`config.mk`:
```
export PLATFORM = sky130hd
export DESIGN_NAME = line_fill_buffer_flat
export DESIGN_NICKNAME = d
export VERILOG_FILES = /design/src/rtl/line_fill_buffer_if.sv /design/src/rtl/line_fill_buffer.sv /design/src/flat_wrapper.sv
export SDC_FILE = /design/constraint.sdc
export NUM_CORES = 1
export LEC_CHECK = 0
export CAP_MARGIN = 20
export CORE_MARGIN = 2
export CORE_UTILIZATION = 35
export DETAILED_ROUTE_END_ITERATION = 6
export HOLD_SLACK_MARGIN = 0.12
export PLACE_DENSITY_LB_ADDON = 0.05
export SYNTH_ARGS = -nofsm -noshare
export SYNTH_HDL_FRONTEND = slang
export SYNTH_SLANG_ARGS = --single-unit
```
`constraint.sdc`:
```
create_clock -name clk -period 3.9 [get_ports clk]
set_clock_uncertainty 0.15 [all_clocks]
set_input_delay 0.78 -clock clk [delete_from_list [all_inputs] [get_ports clk]]
set_output_delay 0.78 -clock clk [all_outputs]
set_load 0.05 [all_outputs]
```
`src/rtl/line_fill_buffer_if.sv`:
```
// Bus bundle for the line fill buffer: miss request, memory read channel,
// and the assembled-line delivery channel.
interface line_fill_buffer_if #(
  parameter int unsigned ADDR_WIDTH = 32,
  parameter int unsigned WORD_WIDTH = 32
);
  logic                    req_valid;
  logic [ADDR_WIDTH-1:0]   req_addr;
  logic                    req_ready;
  logic                    flush;
  logic                    mem_read;
  logic [ADDR_WIDTH-1:0]   mem_addr;
  logic                    mem_ready;
  logic [WORD_WIDTH-1:0]   mem_rdata;
  logic                    mem_rvalid;
  logic                    line_valid;
  logic [4*WORD_WIDTH-1:0] line_data;
  logic [ADDR_WIDTH-1:0]   line_addr;
  logic [1:0]              word_sel;
  logic                    line_ack;

  // Buffer side.
  modport slave (
    input  req_valid, req_addr, flush, mem_ready, mem_rdata, mem_rvalid, line_ack,
    output req_ready, mem_read, mem_addr, line_valid, line_data, line_addr, word_sel
  );

  // Cache controller / memory side.
  modport master (
    output req_valid, req_addr, flush, mem_ready, mem_rdata, mem_rvalid, line_ack,
    input  req_ready, mem_read, mem_addr, line_valid, line_data, line_addr, word_sel
  );
endinterface

```
`src/rtl/line_fill_buffer.sv`:
```
// Line fill buffer: accepts one miss request, issues a line-aligned memory
// read, assembles four in-order beats into a line and holds it until acked.
// A flush abandons the fill; any beats still owed by memory are drained.
module line_fill_buffer #(
  parameter int unsigned ADDR_WIDTH = 32,
  parameter int unsigned WORD_WIDTH = 32
) (
  input  logic               clk,
  input  logic               rst_n,
  line_fill_buffer_if.slave  bus
);

  typedef enum logic [2:0] {
    IDLE,
    REQ,
    FILL,
    DRAIN,
    DONE
  } state_e;

  state_e                  state_q, state_d;
  logic [1:0]              cnt_q, cnt_d;
  logic [4*WORD_WIDTH-1:0] line_data_q, line_data_d;
  logic [ADDR_WIDTH-1:0]   line_addr_q, line_addr_d;
  logic [1:0]              word_sel_q, word_sel_d;

  // Byte-offset bits below the word select are not needed.
  logic unused_addr_bits;
  assign unused_addr_bits = ^bus.req_addr[1:0];

  // Next-state, beat counter and line capture.
  always_comb begin
    state_d     = state_q;
    cnt_d       = cnt_q;
    line_data_d = line_data_q;
    line_addr_d = line_addr_q;
    word_sel_d  = word_sel_q;
    unique case (state_q)
      IDLE: begin
        if (bus.req_valid) begin
          line_addr_d = {bus.req_addr[ADDR_WIDTH-1:4], 4'b0000};
          word_sel_d  = bus.req_addr[3:2];
          cnt_d       = '0;
          state_d     = REQ;
        end
      end
      REQ: begin
        // Once memory has taken the command, four beats are owed even if flushed.
        if (bus.mem_ready) begin
          state_d = bus.flush ? DRAIN : FILL;
        end else if (bus.flush) begin
          state_d = IDLE;
        end
      end
      FILL: begin
        if (bus.mem_rvalid) begin
          for (int unsigned k = 0; k < 4; k++) begin
            if (cnt_q == 2'(k)) begin
              line_data_d[k*WORD_WIDTH +: WORD_WIDTH] = bus.mem_rdata;
            end
          end
          cnt_d = cnt_q + 2'd1;
          if (cnt_q == 2'd3) begin
            state_d = bus.flush ? IDLE : DONE;
          end else if (bus.flush) begin
            state_d = DRAIN;
          end
        end else if (bus.flush) begin
          state_d = DRAIN;
        end
      end
      DRAIN: begin
        if (bus.mem_rvalid) begin
          cnt_d = cnt_q + 2'd1;
          if (cnt_q == 2'd3) begin
            state_d = IDLE;
          end
        end
      end
      DONE: begin
        if (bus.line_ack) begin
          state_d = IDLE;
        end
      end
      default: state_d = IDLE;
    endcase
  end

  // State and datapath registers.
  always_ff @(posedge clk or negedge rst_n) begin
    if (!rst_n) begin
      state_q     <= IDLE;
      cnt_q       <= '0;
      line_data_q <= '0;
      line_addr_q <= '0;
      word_sel_q  <= '0;
    end else begin
      state_q     <= state_d;
      cnt_q       <= cnt_d;
      line_data_q <= line_data_d;
      line_addr_q <= line_addr_d;
      word_sel_q  <= word_sel_d;
    end
  end

  // Outputs are decoded from registered state only.
  always_comb begin
    bus.req_ready  = (state_q == IDLE);
    bus.mem_read   = (state_q == REQ);
    bus.mem_addr   = line_addr_q;
    bus.line_valid = (state_q == DONE);
    bus.line_data  = line_data_q;
    bus.line_addr  = line_addr_q;
    bus.word_sel   = word_sel_q;
  end

endmodule

```
`src/flat_wrapper.sv`:
```
// flat-port wrapper written by rule: the top's interface ports become plain ports
module line_fill_buffer_flat 
#(
  parameter int unsigned ADDR_WIDTH = 32,
  parameter int unsigned WORD_WIDTH = 32
)
  (clk, rst_n, bus_req_valid, bus_req_addr, bus_flush, bus_mem_ready, bus_mem_rdata, bus_mem_rvalid, bus_line_ack, bus_req_ready, bus_mem_read, bus_mem_addr, bus_line_valid, bus_line_data, bus_line_addr, bus_word_sel);
  line_fill_buffer_if #(.ADDR_WIDTH(ADDR_WIDTH), .WORD_WIDTH(WORD_WIDTH)) bus_i ();
  input  logic clk;
  input  logic rst_n;
  input wire logic [$bits(bus_i.req_valid)-1:0] bus_req_valid;
  input wire logic [$bits(bus_i.req_addr)-1:0] bus_req_addr;
  input wire logic [$bits(bus_i.flush)-1:0] bus_flush;
  input wire logic [$bits(bus_i.mem_ready)-1:0] bus_mem_ready;
  input wire logic [$bits(bus_i.mem_rdata)-1:0] bus_mem_rdata;
  input wire logic [$bits(bus_i.mem_rvalid)-1:0] bus_mem_rvalid;
  input wire logic [$bits(bus_i.line_ack)-1:0] bus_line_ack;
  output wire logic [$bits(bus_i.req_ready)-1:0] bus_req_ready;
  output wire logic [$bits(bus_i.mem_read)-1:0] bus_mem_read;
  output wire logic [$bits(bus_i.mem_addr)-1:0] bus_mem_addr;
  output wire logic [$bits(bus_i.line_valid)-1:0] bus_line_valid;
  output wire logic [$bits(bus_i.line_data)-1:0] bus_line_data;
  output wire logic [$bits(bus_i.line_addr)-1:0] bus_line_addr;
  output wire logic [$bits(bus_i.word_sel)-1:0] bus_word_sel;
  assign bus_i.req_valid = bus_req_valid;
  assign bus_i.req_addr = bus_req_addr;
  assign bus_i.flush = bus_flush;
  assign bus_i.mem_ready = bus_mem_ready;
  assign bus_i.mem_rdata = bus_mem_rdata;
  assign bus_i.mem_rvalid = bus_mem_rvalid;
  assign bus_i.line_ack = bus_line_ack;
  assign bus_req_ready = bus_i.req_ready;
  assign bus_mem_read = bus_i.mem_read;
  assign bus_mem_addr = bus_i.mem_addr;
  assign bus_line_valid = bus_i.line_valid;
  assign bus_line_data = bus_i.line_data;
  assign bus_line_addr = bus_i.line_addr;
  assign bus_word_sel = bus_i.word_sel;
  line_fill_buffer #(.ADDR_WIDTH(ADDR_WIDTH), .WORD_WIDTH(WORD_WIDTH)) u_core (.clk(clk), .rst_n(rst_n), .bus(bus_i));
endmodule
```
==> summary.txt, run 1 <==
Logic synthesis
  • Simple-Gate Fraction of Synth Area: between 2 and 2.5%
  • Adder-cell area share of the yosys netlist: less than 1%
  • Yosys cell types: 30
  • Cell Area, Synth: approximately 6600 µm²
  • Async SR Flop Fraction: 100%
  • Synth Area in XOR/XNOR: 0%
  • Combinational family with the most area after synthesis: multiplexers
  • Area share of the largest cell type after synthesis: 61.8%
  • Proportion of synthesized area in mux cells: a little over a quarter
  • Post-synth EDFFs: 0
  • Largest area contributor in the netlist: dfrtp_1
  • Compound-cell area share of the yosys netlist: around 1.2%
  • Leading register cell type out of synthesis: dfrtp_1
  • Warnings from Yosys: 0
  • Post-synthesis sequential element count: about 160
  • Top cells by area, synth: dfrtp_1 (62%), mux2_2 (26%), buf_4 (4.1%), buf_6 (2.2%), mux2_1 (1.4%)
  • Mean Syn Cell Area: between 15 and 20 µm²
  • Syn Inst Count: 415
  • Seq/Total Area, Yosys: approximately 60%

Die
  • Die ar.: roughly 20,000 µm²
  • Starting density of the core: 35.5%
  • Core area: about 19,000 µm²
  • Chip width: about 140 µm
  • I/O pins: between 200 and 300
  • FP Rows: 50
  • Height of the die: 141 µm

GRT
  • Global Route Usage Sum: between 10% and 20%
  • Vias in the first global route: 4,516
  • Initial antenna violation count: 0
  • Largest net degree at the start of global routing: 91
  • GRT overflow: 0
  • First-pass GRT wire length: about 25,000 µm

Worst hold path
  • HP Class: input port to async pin

CTS
  • Clock Tree Root: clkbuf_16
  • CTS clk-pin slew, worst paths: around 0.070 ns
  • Clock latency at the later pin of the worst-skew pair: a little over 0.4 ns
  • Clock buffer depth: 2
  • CTS tree: yes
  • Num CTS Buffers: 17
  • H-Tree Depth: 4
  • Setup repair bufs after CTS: 0
  • Post-cts sizing count: 0
  • Hold_buf cts: 0
  • Number of clock sinks: 163

Finish
  • Commonest non-fill, non-tap cell in the layout: clkdlybuf4s50_1
  • Inserted Diodes: 0
  • Commonest non-fill, non-tap cells in the layout: clkdlybuf4s50_1 (256), dfrtp_1 (163), mux2_2 (150)
  • Fill cells: between 1,500 and 2,000
  • Fraction of layout cells with a size suffix above 1: between 20% and 30%
  • Synth-to-Final Area Change: 46.6%
  • Final net count: roughly 720

STA
  • Final Critical Period: 3.02 ns
  • Final period util: 77.3%
  • Slew headroom: roughly 43%
  • Slew Viols, Final: 0
  • RSZ-0062 raised after global routing: no
  • Final worst setup slack: approximately 0.88 ns
  • Final TNS setup: 0 ns
  • # setup viols final: 0
  • Peak Freq: ~0.33 GHz
  • Hold Fails Final Rpt: 0
  • Worst slew pin tran: about 0.86 ns

Place
  • Placer's final routability congestion estimate: a little over 0.7
  • Detailed Place HPWL: 10,900 µm
  • Setup slack at placement: between 1 and 1.5 ns
  • IO buf count: 257

Detailed routing
  • Total routed wirelength: roughly 16,000 µm
  • DR pass1 iterations: 4
  • Iteration-0 DRC Markers: between 100 and 150
  • Vias: 4,173
  • Vias/cell: 4.67
  • Final ANT Viol Nets: 0
  • DRC viols: 0
  • WL/cell: approximately 18 µm

Worst setup path
  • Crit Path Category: register to output port
  • Cells along the critical path: nor3b_1, clkdlybuf4s50_1
  • Reg2Reg Depth: 3
  • Largest delay share family, worst path: buffers and inverters
  • Critical path endpoint category: output port
  • Worst setup SP type: register
  • CP Depth: 2
  • Critical-path top delay cell: clkdlybuf4s50_1
  • CP required: roughly 3.0 ns
  • Worst path bufs/invs: 1
  • Largest stage delay, worst path: ~0.88 ns
  • Worst EP arrival: around 2.1 ns
  • Critical-path maximum fanout: 10

Run
  • Number of max-cap violations: 0

Status
  • Outcome: completed
==> metrics by stage <==
stage | instances | utilization (%) | cell area (µm²) | hold slack (ns)
after floorplan | 422 | - | 6620 | 0.334
after global placement | 862 | 48.9 | 9080 | 0.324
after detailed placement | 862 | 48.9 | 9080 | 0.338
after CTS | 894 | 52.1 | 9670 | 0.299
after global routing | 894 | 52.1 | 9670 | 0.307
final | 894 | 52.1 | 9670 | 0.262
==> sequential cells by signal, summed over array words and instances (netlist names) <==
name	count
u_core.bus.word_sel	2
u_core.bus.line_addr	28
u_core.cnt_q	2
u_core.bus.line_data	128
u_core.state_q	3
==> synth_stat cells, types with 2 or more instances <==
master / n
dfrtp_1: 163
mux2_2: 150
buf_4: 36
buf_6: 13
mux2_1: 8
buf_2: 4
ha_1: 4
inv_1: 4
nand2_4: 4
nand2b_1: 3
nor2_1: 3
a22o_1: 2
nand2_1: 2
nand3_1: 2
o21ai_0: 2
==> worst reg2reg max path: stages, from the launching register on <==
cell and delay (ns):
dfrtp_1 0.48, and4bb_4 0.48, nand2_4 0.35, mux2_1 0.45
==> kinds of logic (layout without fill, tap and decap cells) <==
family	count (synthesis)	in the layout
buf+inv	58	296
simple gates	21	21
compound gates	10	10
mux	158	158
fa+ha+maj	4	4
flops	163	163
other cells	1	8
==> routing by layer <==
layer  track usage (%)  part of all wire [%]  wire length [µm]
met4              5.84                   1.7               272
met1              18.8                    39              6160
met2              27.6                    50              7990
met3              6.78                   9.3              1480
met5                 0                     0                 0
==> worst paths after layout <==
path,from,end,slack [ns]
worst max-delay path,u_core.state_q[0]$_DFFE_PN0P_,bus_mem_read,0.88
worst min-delay path,rst_n,u_core.bus.line_data[5]$_DFFE_PN0P_,0.26
worst min register to register,u_core.bus.line_data[94]$_DFFE_PN0P_,u_core.bus.line_data[94]$_DFFE_PN0P_,0.35
worst max register to register,u_core.state_q[0]$_DFFE_PN0P_,u_core.bus.line_data[93]$_DFFE_PN0P_,1.87
min in group clk,u_core.bus.line_data[94]$_DFFE_PN0P_,u_core.bus.line_data[94]$_DFFE_PN0P_,0.35
max in group asynchronous,rst_n,u_core.bus.line_data[44]$_DFFE_PN0P_,2.46
==> cell type report <==
cell class | count | area [µm²] | area share, %
sequential | 163 | 4080 | 42.2
timing repair buffer | 260 | 2610 | 27.0
multi-input combinational | 201 | 2090 | 21.6
clock buffer | 17 | 425 | 4.40
tap | 234 | 293 | 3.03
clock inverter | 15 | 161 | 1.67
inverter | 4 | 15.0 | 0.155
Power of run 1 is left out: the tool's default activity adds up to more than one toggle a clock period on the data nets, which glitch-free logic cannot reach.
==> run 2: changes to the inputs <==
- clock period: 3.9 -> 2.6 ns (I/O delays scaled with it)
==> run 2 against run 1 <==
Final cell count increased by 1.3%; register-to-register slack got worse by 1.2 ns; worst setup slack got worse by 0.59 ns; worst hold slack improved by 0.077 ns; critical path type unchanged; first-iteration DRC count decreased by 29%.
==> summary.txt, run 2 (synthesis gave the netlist of run 1 again) <==
Die
  • Core area: 18,600 µm² (unchanged)
  • Starting density of the core: 35.5% (unchanged)
  • Die ar.: 20,000 µm² (unchanged)
  • Height of the die: 141 µm (unchanged)
  • FP Rows: 50 (unchanged)
  • I/O pins: 268 (unchanged)
  • Chip width: 141 µm (unchanged)

CTS
  • CTS tree: yes
  • Setup repair bufs after CTS: 0 (unchanged)
  • Post-cts sizing count: 0 (unchanged)
  • H-Tree Depth: 4 (unchanged)
  • Clock latency at the later pin of the worst-skew pair: 0.42 ns (about the same)
  • Number of clock sinks: 163 (unchanged)
  • Clock buffer depth: 2 (unchanged)
  • CTS clk-pin slew, worst paths: 0.06 ns (about the same)
  • Num CTS Buffers: 17 (unchanged)
  • Clock Tree Root: clkbuf_16

GRT
  • Largest net degree at the start of global routing: 64 (-30%)
  • First-pass GRT wire length: 25,100 µm (+0.52%)
  • Initial antenna violation count: 0 (unchanged)
  • Global Route Usage Sum: 16.4% (about the same)
  • Vias in the first global route: 4,503 (-0.29%)
  • GRT overflow: 0 (unchanged)

STA
  • Final Critical Period: around 2.3 ns
  • Slew Viols, Final: 0 (unchanged)
  • Hold_ws: 0.339 ns (+0.0767 ns)
  • RSZ-0062 raised after global routing: no
  • Slew headroom: 58.7% (+16 points)
  • Final worst setup slack: 0.291 ns (-0.593 ns)
  • Worst slew pin tran: 0.619 ns (-0.239 ns)
  • Final period util: 88.8%
  • # setup viols final: 0 (unchanged)
  • Final TNS setup: 0 ns (unchanged)
  • Peak Freq: 0.433 GHz
  • Hold Fails Final Rpt: 0 (unchanged)

Finish
  • Commonest non-fill, non-tap cell in the layout: clkdlybuf4s50_1
  • Inserted Diodes: 0 (unchanged)
  • Final net count: 734 (+1.7%)
  • Max reg flops: 128 (unchanged)
  • Fraction of layout cells with a size suffix above 1: 30.8% (+1.7 points)
  • Commonest non-fill, non-tap cells in the layout: clkdlybuf4s50_1 (253), dfrtp_1 (163), mux2_2 (150)
  • Synth-to-Final Area Change: 49.2%

Detailed routing
  • Metal-1 WL: 6350 µm (+3.1%)
  • WL/cell: 17.7 µm (-0.33%)
  • DRC viols: 0 (unchanged)
  • Total routed wirelength: 16,100 µm (+1.0%)
  • Met2 wire len: 7790 µm (-2.5%)
  • Final ANT Viol Nets: 0 (unchanged)
  • Met3 Wirelength: 1490 µm (+0.34%)
  • DR pass1 iterations: 4 (unchanged)
  • Vias/cell: 4.65 (-0.31%)
  • Highest Signal Layer: met4
  • Iteration-0 DRC Markers: 87 (-29%)
  • Vias: 4,216 (+1.0%)

Worst setup path
  • Largest stage delay, worst path: 0.83 ns (-0.05 ns)
  • R2R setup slack: 0.66 ns (-1.21 ns)
  • RR Endpoint: u_core.bus.line_data[71]$_DFFE_PN0P_
  • Largest delay share family, worst path: buffers and inverters
  • Worst EP arrival: 1.64 ns (-0.45 ns)
  • Reg2Reg Depth: 4 (+1)
  • CP required: 1.93 ns (-1.04 ns)
  • Crit Path Category: register to output port
  • Reg2Reg Launch Point: u_core.state_q[0]$_DFFE_PN0P_
  • Cells along the critical path: clkdlybuf4s50_1
  • Critical path endpoint category: output port
  • Critical-path maximum fanout: 3 (-7)
  • Critical-path top delay cell: clkdlybuf4s50_1
  • Worst path bufs/invs: 1 (unchanged)
  • CP Depth: 1 (-1)
  • Worst setup SP type: register

Worst hold path
  • HP Class: register to register
  • Worst hold start: u_core.bus.line_data[64]$_DFFE_PN0P_
  • Hold depth: 1
  • Hold worst-path end: u_core.bus.line_data[64]$_DFFE_PN0P_

Run
  • Number of max-cap violations: 0 (unchanged)

Place
  • Setup slack at placement: 0.169 ns (-0.906 ns)
  • IO buf count: 257 (unchanged)
  • Placer's final routability congestion estimate: 0.770 (+7.6%)
  • Detailed Place HPWL: 11,300 µm (+4.0%)

Status
  • Outcome: completed
run 2: cell count changes in the layout (fill, tap and decap cells not counted), sizes merged:
cell and delta:
clkdlybuf4s50 -3, inv -2, dlygate4sd3 +1, clkbuf +1, bufinv +1, buf +14
run 2: stage by stage:
step | util [%] | area (µm²) | std cells
final | 53.0 | 9840 | 906
after global placement | 49.7 | 9230 | 873
after global routing | 53.0 | 9840 | 906
after detailed placement | 49.7 | 9230 | 873
after CTS | 53.0 | 9840 | 906
after floorplan | - | 6630 | 422
run 2: worst max-delay path by stage:
stage                                    startpoint  slack [ns]                                   end
2_1_floorplan         u_core.state_q[2]$_DFFE_PN0P_        0.13                          bus_mem_read
6_report       u_core.bus.line_addr[17]$_DFFE_PN0P_        0.29                     bus_line_addr[17]
5_1_grt        u_core.bus.line_addr[17]$_DFFE_PN0P_        0.23                     bus_line_addr[17]
4_1_cts        u_core.bus.line_addr[31]$_DFFE_PN0P_        0.25                     bus_line_addr[31]
3_5_place_dp                         bus_mem_rvalid        0.17  u_core.bus.line_data[71]$_DFFE_PN0P_
3_3_place_gp                         bus_mem_rvalid        0.20  u_core.bus.line_data[79]$_DFFE_PN0P_
run 2: final cells by class:
class | instances | area, µm²
Fill cell | 1553 | 8740
Clock buffer | 18 | 439
Timing Repair Buffer | 272 | 2760
Multi-Input combinational cell | 201 | 2090
Inverter | 4 | 15.0
Tap cell | 234 | 293
Clock inverter | 14 | 165
Sequential cell | 163 | 4080
run 2: what timing repair did:
| item | CTS | global route |
|---|---|---|
| endpoints found under the hold margin | 60 | 0 |
| setup endpoints to repair | 0 | 0 |
| hold buffers | 1 | 0 |
run 2: per-layer routing:
layer | track usage, % | vias up
met1 | 18.9 | 2120
met5 | 0 | -
li1 | - | 1898
met3 | 7.12 | 31
met4 | 6.79 | 0
met2 | 26.8 | 167
Power of run 2 is left out for the same reason.
